<file path="src/rtl/blake2b_msg_packer.sv">
// blake2b_msg_packer
// Collects a message of 64-bit little-endian words into a single zero-padded
// 1024-bit block, hands it to the Blake2b hasher with a one-cycle valid, and
// stalls further input until the hasher reports completion. Messages longer
// than one block are flagged and discarded up to their last word.
module blake2b_msg_packer #(
    parameter int WORD_W = 64,
    parameter int WORDS  = 16
) (
    input  logic                      clk,
    input  logic                      reset,
    input  logic                      in_valid_i,
    output logic                      in_ready_o,
    input  logic [WORD_W-1:0]         in_data_i,
    input  logic                      in_last_i,
    input  logic [2:0]                in_nbytes_i,
    output logic                      valid_o,
    output logic [WORD_W*WORDS-1:0]   data_o,
    output logic [7:0]                len_o,
    input  logic                      hash_v_i,
    output logic                      err_o
);

    localparam int BLK_W = WORD_W * WORDS;

    typedef enum logic [1:0] {
        ST_FILL = 2'd0,
        ST_SEND = 2'd1,
        ST_WAIT = 2'd2,
        ST_DROP = 2'd3
    } state_t;

    // Byte-enable mask for the final word: nbytes of 0 encodes a full word.
    function automatic logic [WORD_W-1:0] last_word_mask(input logic [2:0] nbytes);
        logic [WORD_W-1:0] m;
        m = {WORD_W{1'b0}};
        for (int b = 0; b < WORD_W / 8; b++) begin
            if ((nbytes == 3'd0) || (b < int'(nbytes))) begin
                m[b*8 +: 8] = 8'hFF;
            end else begin
                m[b*8 +: 8] = 8'h00;
            end
        end
        return m;
    endfunction

    // Number of valid bytes in the final word (1..8).
    function automatic logic [3:0] last_word_bytes(input logic [2:0] nbytes);
        logic [3:0] n;
        if (nbytes == 3'd0) begin
            n = 4'd8;
        end else begin
            n = {1'b0, nbytes};
        end
        return n;
    endfunction

    state_t             state_q, state_d;
    logic [3:0]         wcnt_q, wcnt_d;
    logic [BLK_W-1:0]   data_q, data_d;
    logic [7:0]         len_q, len_d;
    logic               valid_q, valid_d;
    logic               err_q, err_d;
    logic               ready_q, ready_d;
    logic               accept_s;
    logic [WORD_W-1:0]  word_s;
    logic [9:0]         slot_base_s;

    assign in_ready_o = ready_q;
    assign valid_o    = valid_q;
    assign data_o     = data_q;
    assign len_o      = len_q;
    assign err_o      = err_q;

    // Handshake and the word as it will be stored (tail bytes zeroed on last).
    always_comb begin
        accept_s    = in_valid_i & ready_q;
        slot_base_s = {wcnt_q, 6'd0};
        if (in_last_i) begin
            word_s = in_data_i & last_word_mask(in_nbytes_i);
        end else begin
            word_s = in_data_i;
        end
    end

    // Next-state logic for the packing FSM and its datapath.
    always_comb begin
        state_d = state_q;
        wcnt_d  = wcnt_q;
        data_d  = data_q;
        len_d   = len_q;
        err_d   = 1'b0;
        case (state_q)
            ST_FILL: begin
                if (accept_s) begin
                    data_d[slot_base_s +: WORD_W] = word_s;
                    wcnt_d = wcnt_q + 4'd1;
                    if (in_last_i) begin
                        len_d   = {1'b0, wcnt_q, 3'b000} + {4'd0, last_word_bytes(in_nbytes_i)};
                        state_d = ST_SEND;
                    end else if (wcnt_q == 4'd15) begin
                        // A 17th word would follow: the message cannot fit.
                        err_d   = 1'b1;
                        state_d = ST_DROP;
                    end else begin
                        state_d = ST_FILL;
                    end
                end else begin
                    state_d = ST_FILL;
                end
            end
            ST_SEND: begin
                state_d = ST_WAIT;
            end
            ST_WAIT: begin
                if (hash_v_i) begin
                    state_d = ST_FILL;
                    wcnt_d  = 4'd0;
                    data_d  = {BLK_W{1'b0}};
                    len_d   = 8'd0;
                end else begin
                    state_d = ST_WAIT;
                end
            end
            ST_DROP: begin
                if (accept_s && in_last_i) begin
                    state_d = ST_FILL;
                    wcnt_d  = 4'd0;
                    data_d  = {BLK_W{1'b0}};
                    len_d   = 8'd0;
                end else begin
                    state_d = ST_DROP;
                end
            end
            default: begin
                state_d = ST_FILL;
                wcnt_d  = 4'd0;
                data_d  = {BLK_W{1'b0}};
                len_d   = 8'd0;
            end
        endcase
        valid_d = (state_d == ST_SEND);
        ready_d = (state_d == ST_FILL) || (state_d == ST_DROP);
    end

    // State and output registers with synchronous reset.
    always_ff @(posedge clk) begin
        if (reset) begin
            state_q <= ST_FILL;
            wcnt_q  <= 4'd0;
            data_q  <= {BLK_W{1'b0}};
            len_q   <= 8'd0;
            valid_q <= 1'b0;
            err_q   <= 1'b0;
            ready_q <= 1'b1;
        end else begin
            state_q <= state_d;
            wcnt_q  <= wcnt_d;
            data_q  <= data_d;
            len_q   <= len_d;
            valid_q <= valid_d;
            err_q   <= err_d;
            ready_q <= ready_d;
        end
    end

endmodule
</file>
<file path="config.mk">
export PLATFORM = sky130hd
export DESIGN_NAME = blake2b_msg_packer
export DESIGN_NICKNAME = d
export VERILOG_FILES = /design/src/rtl/blake2b_msg_packer.sv
export SDC_FILE = /design/constraint.sdc
export NUM_CORES = 2
export LEC_CHECK = 0
export CORE_AREA = 8 8 424 426
export CTS_BUF_LIST = sky130_fd_sc_hd__clkbuf_16
export CTS_CLUSTER_SIZE = 16
export DETAILED_ROUTE_END_ITERATION = 12
export DIE_AREA = 0 0 432 434
export PLACE_DENSITY = 0.43
export SYNTH_ARGS = -nofsm -noshare
export SYNTH_HDL_FRONTEND = slang
export SYNTH_SLANG_ARGS = --single-unit
</file>
<file path="constraint.sdc">
create_clock -name clk -period 3.95 [get_ports clk]
set_input_delay 0.5925 -clock clk [delete_from_list [all_inputs] [get_ports clk]]
set_output_delay 0.5925 -clock clk [all_outputs]
set_load 0.005 [all_outputs]
</file>
==> results.txt <==
vias in the first global route: 29000
Crit. End Element: flop
Setup Fix Bufs, Post-CTS: 0
CTS tree: done
Yosys top cell area share: 62.51%
Setup TNS: 0 ns
Max IR drop VDD: 0.0003672 V
Clock Power Share: 48.1%
Critical Path Start Type: flop
# port buffers: 1106
GRT Util Overall: 20.42%
leading post-synthesis cells by cell area: dfxtp_1 63%, a22o_1 16%, o2bb2ai_1 5.3%, nand2_1 2.4%, o21ai_0 2.3%
FMAX: 0.3226 GHz
Sequential Power Share: 43.6%
Slew Limit Fails: 0
synth cell count leaders: 1041 x dfxtp_1, 600 x a22o_1, 209 x nand2_1
initial antenna violation count: 17
slew margin rel.: 6.965%
reg2reg path depth: 8
EDFF count, synth: 0
Pwr Density: 467.9 nW/um^2
CTS Sinks: 1041
H-tree Lvls: 4
max-cap viol count: 0
Hold WC Path Type: primary input to flop
worst-path fanout max: 38
first-pass GRT wire length: 267.5 mm
Initial DRC Count: 2497
predominant post-synthesis flop cell: dfxtp_1
Worst Skew: 0.03827 ns
Worst-Margin Slew: 1.390 ns
Mapped Area: 33340 sq um
WP data required: 4.64 ns
RSZ-0062 raised after global routing: no
Crit Path Category: flop to flop
Final Cycle Share: 78.48%
Seq/Total Area, Yosys: 62.51%
CTS Buffer Depth: 3
Syn Nets: 2934
status: complete, no violations
WL per Instance: 31.26 um
drt total wl: 202.3 mm
Placed Area: 48050 sq um
Multi-input gate area: 11510 sq um
fin area: 52240 sq um
Post-Syn Instances: 2855
setup violators final: 0
Die Width: 432 um
layout cell share with drive strength beyond 1: 10.92%
sw power: 6.569 mW
Reg clk slew, reported paths: 0.06 ns
largest net degree at the start of global routing: 71
RePlAce Congestion: 0.8117
Hold Buf Count CTS: 0
Root Buffer: clkbuf_16
Layout Nets: 4114
Yosys cell types: 70
synthesized flop and latch total: 1041
# resized after CTS: 0
Async SR Flop Fraction: 0%
Via Count: 29540
Leak: 18.92 nW
Synth Area per Inst: 11.68 sq um
WHS Path Cells: 2
Area Overhead vs Synth: 56.69%
Detailed Place HPWL: 148.4 mm
IO Count: 1107
Initial DRT Pass Iterations: 5
# rows: 153
TritonCTS Buffers: 130
Net Sw Frac: 26.88%
Die Area: 187500 sq um
count leader, synth: dfxtp_1
Synth area leader: dfxtp_1
Layout fillers: 17820
area of the core: 172900 sq um
Starting Density: 19.29%
DRC viols: 0
FF+latch area: 20840 sq um
worst-skew pair later-pin latency: 0.79 ns
post-route antenna net violation count: 0
Yosys Warn Count: 0
grt total ovfl: 0
Vias/cell: 4.565
Comb power frac: 8.3%
worst endpoint data arrival time: 3.79 ns
Reg2Reg Setup Slack: 0.85 ns
Cell Int Power: 17.87 mW
final hold vios: 0
Tmin final: 3.100 ns
die height: 434 um
cells in the final DEF, fill, tap and decap left out, drive strengths merged, types with 8 or more instances in the layout:
cell           instances
clkdlybuf4s50       1105
dfxtp               1041
a22o                 600
nand2                210
o2bb2ai              200
buf                  185
o21ai                182
clkbuf               133
nor2                 100
a21oi                 55
inv                   52
a32o                  39
clkinv                39
nand3                 26
nor2b                 15
and2                  14
nand2b                13
nor3                  11
diode                  8
a2bb2oi                8
o221a                  8
a32oi                  8
bufinv                 8
and3                   8
layout make-up:
cell class | count | area share (%)
diodes | 8 | 0.03833
clock buffers | 133 | 6.372
clock inverters | 102 | 1.595
inverters | 3 | 0.02156
multi-input cells | 1569 | 22.04
flip-flops and latches | 1041 | 39.90
well taps | 2325 | 5.569
repair buffers | 1290 | 24.46
flip-flops by register name, summed over array words and instances, names as in the netlist:
signal	cells
data_o	1024
len_o	8
wcnt_q	4
state_q	2
err_o	1
in_ready_o	1
valid_o	1
stage by stage:
| step | hold slack [ns] | instances | util [%] | worst slack (ns) | total power, mW |
|---|---|---|---|---|---|
| global placement | 0.4340 | 6228 | 27.80 | 0.1957 | 12.95 |
| global route | 0.3623 | 6463 | 30.21 | 0.6888 | 25.29 |
| floorplan | 0.4457 | 2855 | - | 1.354 | 11.68 |
| detailed placement | 0.4409 | 6228 | 27.80 | 0.1706 | 12.95 |
| finish | 0.4194 | 6471 | 30.22 | 0.8498 | 24.44 |
| CTS | 0.3103 | 6463 | 30.21 | 0.8663 | 24.78 |
kinds of logic after synthesis:
kind of cell	share of synthesized area, %
xor+xnor	0.1577
flops	62.51
buf+inv	3.611
fa+ha+maj	0.2627
simple gates	5.934
compound gates	27.52
final timing paths:
| kind | to | startpoint |
|---|---|---|
| min reg2reg | data_o[419] | data_o[419] |
| min | data_o[62] | reset |
| max | data_o[359] | wcnt_q[1] |
| max reg2reg | data_o[359] | wcnt_q[1] |
routing by layer:
metal	global-route usage (%)	wire length [um]	up-vias
met2	33.46	95580	1192
met5	0	50	-
met1	24.86	82820	14920
met3	5.350	13130	304
li1	-	-	13120
met4	9.976	10740	8
power groups by stage:
stage               combinational, mW  sequential [mW]  clock (mW)
global route                     2.12             10.7        12.5
global placement                 2.06             10.9           0
CTS                              2.06             10.7        12.1
finish                           2.02             10.7        11.8
floorplan                       0.785             10.9           0
detailed placement               2.06             10.9           0
critical path: stages, from the launching register on:
cell and delay (ns):
dfxtp_1 0.31, inv_1 0.07, ha_1 0.38, or3b_1 0.23, o21ai_1 0.29, a21o_1 0.30
a21oi_4 0.84, buf_12 0.31, o2bb2ai_1 0.16
(Power assumes the default switching activity.)
